[config.mk]
export PLATFORM = sky130hd
export DESIGN_NAME = sync_gray_ptr_monitor
export DESIGN_NICKNAME = d
export VERILOG_FILES = /design/src/rtl/sync_gray_ptr_monitor.sv
export SDC_FILE = /design/constraint.sdc
export NUM_CORES = 1
export LEC_CHECK = 0
export ABC_AREA = 1
export CAP_MARGIN = 25
export CORE_MARGIN = 3
export CORE_UTILIZATION = 45
export DETAILED_ROUTE_END_ITERATION = 8
export PLACE_DENSITY_LB_ADDON = 0.2
export SLEW_MARGIN = 20
export SYNTH_ARGS = -nofsm -noshare
export SYNTH_HDL_FRONTEND = slang
export SYNTH_SLANG_ARGS = --single-unit
[constraint.sdc]
create_clock -name clk_i -period 2.8 [get_ports clk_i]
set_clock_uncertainty 0.1 [all_clocks]
set_input_delay 0.7 -clock clk_i [delete_from_list [all_inputs] [get_ports clk_i]]
set_output_delay 0.7 -clock clk_i [all_outputs]
set_load 0.01 [all_outputs]
[src/rtl/sync_gray_ptr_monitor.sv]
// rtl/sync_gray_ptr_monitor.sv - Gray pointer synchroniser with binary conversion, advance and violation monitor
module sync_gray_ptr_monitor #(
    parameter int ADDR_SIZE   = 8,
    parameter int SYNC_STAGES = 2,
    parameter bit CHECK_GRAY  = 1'b1,
    parameter int ERR_CNT_W   = 8
) (
    input  logic                 clk_i,
    input  logic                 rst_i,
    input  logic [ADDR_SIZE:0]   ptr_gray_i,
    output logic [ADDR_SIZE:0]   ptr_gray_o,
    output logic [ADDR_SIZE:0]   ptr_bin_o,
    output logic                 ptr_changed_o,
    output logic [ADDR_SIZE:0]   delta_o,
    output logic                 gray_err_o,
    output logic [ERR_CNT_W-1:0] err_cnt_o
);

    localparam int PW = ADDR_SIZE + 1;

    function automatic logic [PW-1:0] gray2bin(input logic [PW-1:0] g);
        logic [PW-1:0] b;
        b[PW-1] = g[PW-1];
        for (int i = PW - 2; i >= 0; i--) begin
            b[i] = b[i+1] ^ g[i];
        end
        return b;
    endfunction

    logic [PW-1:0]        sync_q [SYNC_STAGES];
    logic [PW-1:0]        prev_q;
    logic [PW-1:0]        bin_q, bin_d;
    logic [PW-1:0]        delta_q, delta_d;
    logic                 changed_q, changed_d;
    logic                 err_q, err_d;
    logic [ERR_CNT_W-1:0] cnt_q, cnt_d;
    logic [PW-1:0]        cur;
    logic [PW-1:0]        diff;

    assign cur = sync_q[SYNC_STAGES-1];

    always_comb begin
        diff      = cur ^ prev_q;
        bin_d     = gray2bin(cur);
        delta_d   = gray2bin(cur) - gray2bin(prev_q);
        changed_d = (diff != '0);
        // Clearing the lowest set bit leaves something only when two or more bits differ.
        err_d     = CHECK_GRAY && ((diff & (diff - 1'b1)) != '0);
        cnt_d     = cnt_q;
        if (err_d && !(&cnt_q)) begin
            cnt_d = cnt_q + {{(ERR_CNT_W-1){1'b0}}, 1'b1};
        end
    end

    always_ff @(posedge clk_i) begin
        if (rst_i) begin
            for (int k = 0; k < SYNC_STAGES; k++) begin
                sync_q[k] <= '0;
            end
            prev_q    <= '0;
            bin_q     <= '0;
            delta_q   <= '0;
            changed_q <= 1'b0;
            err_q     <= 1'b0;
            cnt_q     <= '0;
        end else begin
            sync_q[0] <= ptr_gray_i;
            for (int k = 1; k < SYNC_STAGES; k++) begin
                sync_q[k] <= sync_q[k-1];
            end
            prev_q    <= cur;
            bin_q     <= bin_d;
            delta_q   <= delta_d;
            changed_q <= changed_d;
            err_q     <= err_d;
            cnt_q     <= cnt_d;
        end
    end

    assign ptr_gray_o    = cur;
    assign ptr_bin_o     = bin_q;
    assign delta_o       = delta_q;
    assign ptr_changed_o = changed_q;
    assign gray_err_o    = err_q;
    assign err_cnt_o     = cnt_q;

endmodule

After elaboration in Yosys (flattened, before gate mapping)
Memory sizes are Yosys's and may differ from the RTL's.
Cells that the tools add are included.

word-level totals
  logic and storage cells = 40
  input bits = 11
  memory bits (writable) = 18
  memories kept = 1
  output and inout port bits = 37
  bits in registers = 37

operators by class
  $add $sub $neg = 3
  reduce and logical (&&, ||, !) cells = 5
  mux-type cells = 5
  bitwise gates (word level) = 20

memories
  memory  words  width  rd ports  clocked after memory_dff  wr ports  RTL line  source
  sync_q  2      9      2         0                         2         30        logic [PW-1:0] sync_q [SYNC_STAGES];

operators with widths
  operator                                                             count
  9-bit 2-to-1 mux                                                     2
  9-bit nonzero test                                                   2
  1-bit XOR                                                            16
  9-bit AND                                                            1
  9-bit by 1-bit subtractor with 9-bit output (second input constant)  1
  9-bit subtractor                                                     1
  9-bit XOR                                                            1
  8-bit by 1-bit adder with 8-bit output (second input constant)       1
  8-bit AND reduction                                                  1
  1-bit 2-to-1 mux                                                     3
  1-bit OR                                                             2
  1-bit logical AND                                                    1
  1-bit logical NOT                                                    1

Depth between registers and ports, before layout
Gate-level depths: netlist of the first run.

  depth in word-level cells = 9
  gate-level depth with buffers = 23
  mapped depth without buffers = 23

Worst setup path after synthesis of the first run
Ideal clock, no wire load.

  path kind = register to register
  start = memory sync_q[0][17] in the netlist's numbering
  end = register delta_q[8], in the netlist delta_o[8]
  path buffers = 0
  data required time = 2,585 ps
  clock period less this slack = 2,831 ps
  slack = -31 ps
  arrival = 2,616 ps
  cell stages (with the launch flop) = 23
  setup time = 115 ps
  path through = dfxtp_1 > inv_1 > nand2_2 > nand2_2 > nand2_4 > nand2_4 > nand2_2 > nand3_4 > nand3_1 > nand3_2 > nand2_4 > xor2_2 > xor2_2 > ha_1 > inv_1 > fa_1 > nand2_1 > nand3b_4 > nand2_4 > nand2_2 > nand3_2 > nand2_1 > nor2_1

RTL lines
  item                  RTL line  source
  start, declared       30
  end signal, assigned  73        delta_q <= delta_d;
  end, declared         33        logic [PW-1:0] delta_q, delta_d;

==> flow_summary.json, run 1 <==
{
  "vias_per_cell": 4.53,
  "syn-num-nets": 361,
  "cp.arrival_ns": 3.00,
  "rsz0062_at_grt": "true",
  "maxSlewHeadroom": 0.725,
  "io_pins": 48,
  "crit_chain": "inv_4 -> nand2_4 -> nand2_4 -> nand2_4 -> nand2_4 -> nand2_4 -> nand3_4 -> nand2_4 -> nand2_4 -> nand3_4 -> nand2_4 -> xor2_4 -> xor2_2 -> ha_2 -> inv_2 -> fa_2 -> nand2_1 -> nand3b_4 -> nand2_4 -> nand2_2 -> nand3_2 -> nand2_2 -> nor2_1",
  "status": "finished, violations left",
  "gr-total-overflow": 0,
  "grt_pass1_wl_mm": 8.76,
  "wl_per_cell_um": 10.7,
  "nNetsFinal": 442,
  "postLayoutCoreUtil": 0.657,
  "hpwlAfterDp_mm": 3.59,
  "maxCapViolCount": 0,
  "grt_use_total": 0.165,
  "fin_crit_sh": 1.03,
  "yosysUniqueCellTypes": 32,
  "cts_tree": "yes",
  "fmax_mhz": 346,
  "place.gp.congestion": 0.756,
  "hp-class": "flip-flop to flip-flop",
  "drive_gt1_frac": 0.253,
  "stdcell_count": 495,
  "r2r-start": "sync_q[0][16]",
  "worstHoldStart": "sync_q[0][8]",
  "endpoint_kind": "flip-flop",
  "p_leak_nw": 1.72,
  "ir_worst_vdd_v": 0.000303,
  "multi_input_area_mm2": 0.00140,
  "tightest_slew_ns": 0.412,
  "finalPower_mw": 1.99,
  "synth_top_family_by_area": "simple AND/OR/NAND/NOR gates",
  "ys_seq_elements": 54,
  "synth_cells": 341,
  "area_growth_pct": 39.3,
  "reg2reg_slack_ns": -0.09,
  "synth.area.top_cells": "dfxtp_1 (41%), inv_1 (7.5%), nand2_1 (7.1%), nor2_1 (7.0%), ha_1 (3.8%)",
  "hold_depth": 2,
  "dpl_worst_slack_ns": -0.114,
  "crit_family": "simple AND/OR/NAND/NOR gates",
  "placement.io_buffers": 47,
  "grt_max_degree": 40,
  "start_util": 0.472,
  "required_ns": 2.90,
  "yosysTopAreaCell": "dfxtp_1",
  "rows": 27,
  "cts_made_buffers": 5,
  "first_pass_iters": 4,
  "drc_errors": 0,
  "path_common_cell": "nand2_4",
  "fp.dieW_um": 82.7,
  "ys_seq_area_frac": 0.409,
  "antenna_found_initial": 0,
  "dp_cells": 470,
  "worstSkewPairLatency_ns": 0.31,
  "final-setup-viol-count": 3,
  "failed_checks": "negative setup slack",
  "netlist_area_mm2": 0.00265,
  "synthFlopType": "dfxtp_1",
  "grt_pass1_vias": 2134,
  "yosysMostFrequentCell": "dfxtp_1",
  "dieArea_mm2": 0.00683,
  "timing.hold.ws_ns": 0.296,
  "drtIter0Drc": 76,
  "cp_slowest_cell": "dfxtp_4",
  "clock-sinks": 54,
  "muxShareOfSynthArea": 0,
  "powerDensity_mw_per_mm2": 541,
  "netlist.area_leader.share": 0.409,
  "register_area_mm2": 0.00110,
  "setup_slack_ns": -0.0920,
  "cpPeakStageDelay_ns": 0.39,
  "die_y_um": 82.7,
  "synth.top_cells.by_count": "dfxtp_1 (54), inv_1 (53), nand2_1 (50), nor2_1 (49), nand3_1 (19)",
  "ys_async_sr_fraction": 0,
  "rr_endpoint": "delta_o[8]",
  "synth_xor_area_frac": 0.0487,
  "crit_type": "flip-flop to flip-flop",
  "hold_viol_final": 0,
  "period_minus_slack_ns": 2.89,
  "cts_max_level": 2,
  "synth_compound_area_frac": 0.0681,
  "avgSynthCellArea_um2": 7.76,
  "yosysWarnings": 0,
  "min_to": "sync_q[0][17]",
  "diodes": 0,
  "crit_fanout": 4,
  "clock_path_buffers": 2,
  "drtAntennaViolNets": 0,
  "worstPathBufferInverterCount": 2,
  "maxSlewViolCount": 0,
  "cp-start-kind": "flip-flop",
  "synth-adder-area-share": 0.0454,
  "wl_mm": 5.29,
  "root_buffer": "clkbuf_8",
  "synth-edff-count": 0,
  "num_vias": 2241,
  "reg2reg_depth": 23,
  "core_region_area_mm2": 0.00561,
  "nFillCells": 470,
  "clk_pin_slew_ns": 0.09,
  "synthSimpleGateAreaFrac": 0.312
}
==> final cells by class <==
cell class | count | area share
well taps | 72 | 0.0244
clock inverters | 1 | 0.00238
flip-flops and latches | 54 | 0.297
multi-input cells | 215 | 0.379
inverters | 57 | 0.0601
repair buffers | 89 | 0.213
clock buffers | 7 | 0.0234
==> worst min-delay path: cells and delay by family (launching register included) <==
kind | cells | cell delay [ns]
flip-flops | 1 | 0.31
buffers and inverters | 1 | 0.04
AND/OR/NAND/NOR | 1 | 0.03
==> cells in the final DEF, fill, tap and decap left out, types with 2 or more instances in the layout <==
master and count:
xor2_2 2, nand2_1 43, nor2_1 49, clkdlybuf4s50_1 47, buf_4 42, xor2_1 3, inv_2 4, a21oi_1 15
nand4_1 4, o21ai_1 2, nand2_4 14, nor3b_1 2, xnor2_1 6, nand2_2 11, clkbuf_8 6, o21bai_1 3
inv_1 50, dfxtp_1 50, nand3_2 9, dfxtp_4 4, a31oi_1 2, nor3_1 3, nand3_4 6, o21ai_0 9
nand3_1 15, inv_4 3, ha_1 7
==> cells by family after synthesis <==
logic type	count (synthesis)
flip-flops	54
adder cells (fa/ha/maj)	9
buffers and inverters	72
AO/OA/AOI/OAI	33
XOR/XNOR	13
AND/OR/NAND/NOR	160
==> where the power goes <==
part           total, mW  internal, mW  switching, mW
logic              0.666         0.334          0.332
clock network      0.458         0.205          0.253
registers          0.869         0.835         0.0341
total               1.99          1.37          0.619
==> metal layers <==
| layer | wire length, µm | global-route usage | share of wire | vias to the layer above |
|---|---|---|---|---|
| li1 | - | - | - | 1207 |
| met1 | 2440 | 0.194 | 0.46 | 971 |
| met2 | 2540 | 0.292 | 0.48 | 55 |
| met3 | 225 | 0.0282 | 0.043 | 8 |
| met4 | 84 | 0.0719 | 0.016 | 0 |
| met5 | 0 | 0 | 0 | - |
==> per-stage QoR <==
stage,area (µm²),TNS (ns)
3_5_place_dp,3320,-0.288
4_1_cts,3570,-0.168
6_report,3680,-0.226
5_1_grt,3680,-1.50
2_1_floorplan,2670,0
3_3_place_gp,3320,-0.105
==> registers in the layout, indices dropped and copies added (netlist names) <==
signal and flops:
prev_q 9, delta_o 9, sync_q 18, gray_err_o 1
ptr_changed_o 1, err_cnt_o 8, ptr_bin_o 8
==> how the worst max path moves through the flow <==
stage	startpoint	endpoint	slack (ns)	depth (start not counted)
finish	sync_q[0][16]	delta_o[8]	-0.09	23
CTS	sync_q[0][16]	delta_o[8]	-0.07	23
detailed placement	sync_q[0][16]	delta_o[6]	-0.11	22
floorplan	prev_q[8]	delta_o[8]	0.03	22
global route	sync_q[0][17]	delta_o[6]	-0.29	23
global placement	sync_q[0][16]	delta_o[8]	-0.05	22
==> repair_timing <==
item,4_1_cts,5_1_grt
gates resized for setup,18,20
setup buffers,11,6
pin swaps,3,9
setup endpoints to repair,3,8
hold buffers,0,0
(Power assumes the default switching activity.)
==> run 2, diff against run 1 <==
Settings changed: ABC_CLOCK_PERIOD_IN_PS set to 2800, PLACE_DENSITY set to 0.7, PLACE_DENSITY_LB_ADDON 0.2 to unset.
==> run 2 against run 1 <==
Compared with the run above:
- the run still ends with negative setup slack left
- final cell count decreased by 0.81%
- largest cell class unchanged
- critical path depth is 1 lower
- clock power up 39%
- hold slack gained 0.0029 ns
==> flow_summary.json, run 2 (same netlist as run 1, synthesis figures left out) <==
{
  "wl_met1_mm": 2.36,
  "drtIter0Drc": 83,
  "io_pins": 48,
  "cts_tree": "yes",
  "fin_crit_sh": 1.02,
  "maxSlewViolCount": 0,
  "dieArea_mm2": 0.00683,
  "largest_register_ffs": 18,
  "cts_made_buffers": 5,
  "rsz0062_at_grt": "true",
  "root_buffer": "clkbuf_8",
  "crit_type": "flip-flop to flip-flop",
  "fmax_mhz": 351,
  "placement.io_buffers": 47,
  "drtAntennaViolNets": 0,
  "finalSetupTns_ns": -0.132,
  "rows": 27,
  "clock-sinks": 54,
  "grt_max_degree": 38,
  "drive_gt1_frac": 0.253,
  "maxSlewHeadroom": 0.710,
  "maxCapViolCount": 0,
  "tightest_slew_ns": 0.432,
  "layout_commonest_cell": "inv_1",
  "cp.arrival_ns": 2.96,
  "die_y_um": 82.7,
  "required_ns": 2.91,
  "endpoint": "delta_o[8]",
  "hp-class": "flip-flop to flip-flop",
  "timing.hold.ws_ns": 0.299,
  "worstSkewPairLatency_ns": 0.31,
  "endpoint_kind": "flip-flop",
  "grt_pass1_wl_mm": 9.30,
  "route.met3.wl_um": 302,
  "reg2reg_slack_ns": -0.05,
  "fp.dieW_um": 82.7,
  "dpl_worst_slack_ns": -0.160,
  "reg2reg_depth": 22,
  "routed.top_layer": "met4",
  "r2r-start": "sync_q[0][17]",
  "nNetsFinal": 438,
  "start_util": 0.472,
  "p_leak_nw": 1.74,
  "period_minus_slack_ns": 2.85,
  "vias_per_cell": 4.66,
  "first_pass_iters": 6,
  "powerDensity_mw_per_mm2": 582,
  "grt_use_total": 0.176,
  "setup_slack_ns": -0.0490,
  "antenna_found_initial": 0,
  "ir_worst_vdd_v": 0.000347,
  "hpwlAfterDp_mm": 3.81,
  "crit_fanout": 4,
  "core_region_area_mm2": 0.00561,
  "area_growth_pct": 41.0,
  "final_cell_mix": "inv_1 (51), dfxtp_1 (50), nor2_1 (49)",
  "critPathLaunch": "sync_q[0][17]",
  "clock_path_buffers": 2,
  "drc_errors": 0,
  "grt_pass1_vias": 2203,
  "num_vias": 2286,
  "failed_checks": "negative setup slack",
  "hold_buffers": 0,
  "status": "finished, violations left",
  "finalPower_mw": 2.17,
  "wl_mm": 5.48,
  "clk_pin_slew_ns": 0.10,
  "routed-wl-met2_mm": 2.75,
  "gr-total-overflow": 0,
  "wl_per_cell_um": 11.2,
  "rr_endpoint": "delta_o[8]",
  "cp-start-kind": "flip-flop",
  "cts_max_level": 2,
  "final-setup-viol-count": 3,
  "hold_viol_final": 0,
  "place.gp.congestion": 0.756,
  "top_register": "sync_q",
  "diodes": 0
}
==> run 2: cell count changes in the layout (fill, tap and decap cells not counted), moves of 2 or more <==
cell and delta:
nand2_4 +2, buf_4 -4, bufinv_16 +2, nand3_2 +2, nand2_2 -2, nand3_1 -3
==> run 2: through the flow <==
step                std cells   util  instance area, µm²
floorplan                 341      -                2670
global placement          471  0.593                3330
detailed placement        471  0.593                3330
CTS                       487  0.644                3610
global route              491  0.665                3730
finish                    491  0.665                3730
==> run 2: worst max-delay path, stage by stage, from the launching register on <==
cell,delay [ns]
dfxtp_4,0.40
inv_4,0.05
nand2_4,0.07
nand3_4,0.10
nand2_4,0.12
nand2_4,0.06
nand3_4,0.12
nand2_4,0.08
nand2_4,0.07
nand3_4,0.07
nand2_4,0.10
xor2_4,0.17
xor2_2,0.17
ha_2,0.19
inv_2,0.04
fa_2,0.33
nand2_1,0.06
nand3b_4,0.13
nand2_4,0.08
nand2_4,0.06
nand3_2,0.05
nand2_1,0.07
nor2_1,0.04
==> run 2: final cells by class <==
class | count | area [µm²]
Fill cell | 494 | 1880
Inverter | 57 | 219
Sequential cell | 54 | 1100
Tap cell | 72 | 90.1
Timing Repair Buffer | 85 | 756
Clock buffer | 6 | 82.6
Multi-Input combinational cell | 215 | 1430
Clock inverter | 2 | 60.1
==> run 2: worst min-delay path by stage <==
stage	to	startpoint	cells after the start	slack, ns
after global placement	sync_q[0][16]	sync_q[0][7]	2	0.28
final	sync_q[0][16]	sync_q[0][7]	2	0.30
after detailed placement	sync_q[0][16]	sync_q[0][7]	2	0.29
after floorplan	sync_q[0][16]	sync_q[0][7]	2	0.28
after global routing	sync_q[0][15]	sync_q[0][6]	2	0.32
after CTS	sync_q[0][17]	sync_q[0][8]	2	0.30
==> run 2: where the power goes <==
part | internal (mW) | leakage, nW | switching [mW]
sequential | 0.835 | 0.448 | 0.0347
clock | 0.381 | 0.0714 | 0.254
combinational | 0.325 | 1.22 | 0.338
==> run 2: timing repair <==
| action | CTS | global route |
|---|---|---|
| setup endpoints to repair | 3 | 8 |
| resized for setup | 22 | 20 |
| pin swaps | 12 | 11 |
| buffers inserted | 8 | 4 |
| hold endpoints to repair | 0 | 0 |
==> run 2: metal layers <==
layer | global-route usage | vias to the layer above
met1 | 0.200 | 1021
met4 | 0.0637 | 0
met5 | 0 | -
met2 | 0.318 | 52
li1 | - | 1205
met3 | 0.0445 | 8
==> run 3, diff against run 2 <==
Settings changed: CTS_CLUSTER_DIAMETER set to 60, GPL_TIMING_DRIVEN set to 0.
==> run 3 against run 2 <==
Compared with the run above:
- the flow still finishes with violations (negative setup slack)
- power down 7.2%
- sequential cell count stayed put
- core utilization down 2.6 points
- sequential share of layout area rose by 1.2 points
- critical path depth rose by 1
- via count hardly changed
- first-iteration DRC count increased by 40%
- clock-buffer cell count stayed put
- final cell count shrank 1.4%
- combinational power down 5.3%
- die area did not move
==> flow_summary.json, run 3 (same netlist as run 1, synthesis figures left out) <==
{
  "drive_gt1_frac": 0.214,
  "powerDensity_mw_per_mm2": 561,
  "post-route-cell-area_mm2": 0.00358,
  "cts_made_buffers": 5,
  "path_common_cell": "nand2_4",
  "dp_cells": 460,
  "cp_slowest_cell": "dfxtp_4",
  "cp-start-kind": "flip-flop",
  "cp.arrival_ns": 2.98,
  "tightest_slew_ns": 0.498,
  "fp.dieW_um": 82.7,
  "place_area_mm2": 0.00323,
  "maxCapViolCount": 0,
  "start_util": 0.472,
  "final_cell_mix": "inv_1 (51), nor2_1 (49), dfxtp_1 (49)",
  "drtIter0Drc": 116,
  "vias_per_cell": 4.73,
  "die_y_um": 82.7,
  "postLayoutCoreUtil": 0.639,
  "nNetsFinal": 431,
  "route.met3.wl_um": 253,
  "top_register": "sync_q",
  "hpwlAfterDp_mm": 3.79,
  "final-setup-viol-count": 3,
  "p_leak_nw": 1.65,
  "routed-wl-met2_mm": 2.49,
  "rows": 27,
  "cts_max_level": 2,
  "fin_crit_sh": 1.03,
  "setup_slack_ns": -0.0806,
  "drc_errors": 0,
  "gr-total-overflow": 0,
  "hold_viol_final": 0,
  "maxSlewViolCount": 0,
  "period_minus_slack_ns": 2.88,
  "clk_pin_slew_ns": 0.09,
  "grt_pass1_wl_mm": 8.90,
  "fmax_mhz": 347,
  "layout_commonest_cell": "inv_1",
  "status": "finished, violations left",
  "first_pass_iters": 4,
  "root_buffer": "clkbuf_8",
  "num_vias": 2288,
  "crit_fanout": 4,
  "area_growth_pct": 35.5,
  "cpPeakStageDelay_ns": 0.38,
  "required_ns": 2.90,
  "wl_mm": 5.21,
  "wl_per_cell_um": 10.8,
  "antenna_found_initial": 0,
  "core_region_area_mm2": 0.00561,
  "rsz0062_at_grt": "true",
  "wl_met1_mm": 2.38,
  "place.gp.congestion": 0.810,
  "io_pins": 48,
  "grt_max_degree": 17,
  "crit_chain": "inv_4 -> nand2_4 -> nand2_4 -> nand2_4 -> nand2_4 -> nand2_4 -> nand3_4 -> nand2_4 -> nand2_4 -> nand3_4 -> nand2_4 -> xor2_4 -> xor2_2 -> ha_2 -> inv_2 -> fa_2 -> nand2_1 -> nand3b_4 -> nand2_4 -> nand2_4 -> nand3_2 -> nand2_1 -> nor2_1",
  "hp-class": "flip-flop to flip-flop",
  "maxSlewHeadroom": 0.668,
  "stdcell_count": 484,
  "largest_register_ffs": 18,
  "ir_worst_vdd_v": 0.000400,
  "grt_pass1_vias": 2115,
  "grt_use_total": 0.168,
  "endpoint_kind": "flip-flop",
  "cts_tree": "yes",
  "clock_path_buffers": 2,
  "clock-sinks": 54,
  "routed.top_layer": "met4",
  "placement.io_buffers": 47,
  "crit_type": "flip-flop to flip-flop",
  "drtAntennaViolNets": 0,
  "hold_buffers": 0,
  "diodes": 0,
  "dieArea_mm2": 0.00683,
  "failed_checks": "negative setup slack",
  "worstSkewPairLatency_ns": 0.30
}
==> run 3: layout make-up <==
type                            instances  area (µm²)
Fill cell                             491        2020
Multi-Input combinational cell        215        1380
Sequential cell                        54        1100
Timing Repair Buffer                   63         591
Inverter                               57         219
Buffer                                 15        95.1
Tap cell                               72        90.1
Clock buffer                            6        72.6
Clock inverter                          2        37.5
==> run 3: report_power, final <==
group / internal [mW] / switching, mW / total [mW]
Clock: 0.267 / 0.249 / 0.516
Sequential: 0.834 / 0.0336 / 0.868
Combinational: 0.301 / 0.327 / 0.628
==> run 3: critical path, delay by kind of cell (launching register included) <==
| family | cells | cell delay, ns |
|---|---|---|
| and+or+nand+nor | 17 | 1.31 |
| adders and majority gates | 2 | 0.52 |
| DFF | 1 | 0.38 |
| xor gates and xnor gates | 2 | 0.36 |
| buffers and inverters | 2 | 0.10 |
==> run 3: repair_timing <==
action / in CTS / in global routing
setup endpoints to repair: 4 / 8
resized for setup: 28 / 6
pin swaps: 13 / 10
setup buffers: 12 / 4
==> run 3: path summary, 6_finish.rpt <==
path                 start             to  slack [ns]  cells past startpoint
max          sync_q[0][16]     delta_o[8]       -0.08                     23
min reg2reg   sync_q[0][8]  sync_q[0][17]        0.30                      2
min           sync_q[0][8]  sync_q[0][17]        0.30                      2
max reg2reg  sync_q[0][16]     delta_o[8]       -0.08                     23
==> run 3: per-stage QoR <==
step | power [mW] | setup TNS (ns) | hold slack (ns) | worst slack (ns)
global placement | 1.43 | -0.525 | 0.283 | -0.195
floorplan | 1.25 | 0 | 0.281 | 0.0343
global route | 2.14 | -1.31 | 0.311 | -0.302
CTS | 2.01 | -0.200 | 0.305 | -0.0844
finish | 2.01 | -0.200 | 0.301 | -0.0806
detailed placement | 1.45 | -0.707 | 0.292 | -0.257
==> run 3: routing by layer <==
metal  track usage  vias to the layer above
li1              -                     1189
met1         0.207                     1025
met2         0.292                       65
met3        0.0390                        9
met4        0.0474                        0
met5             0                        -
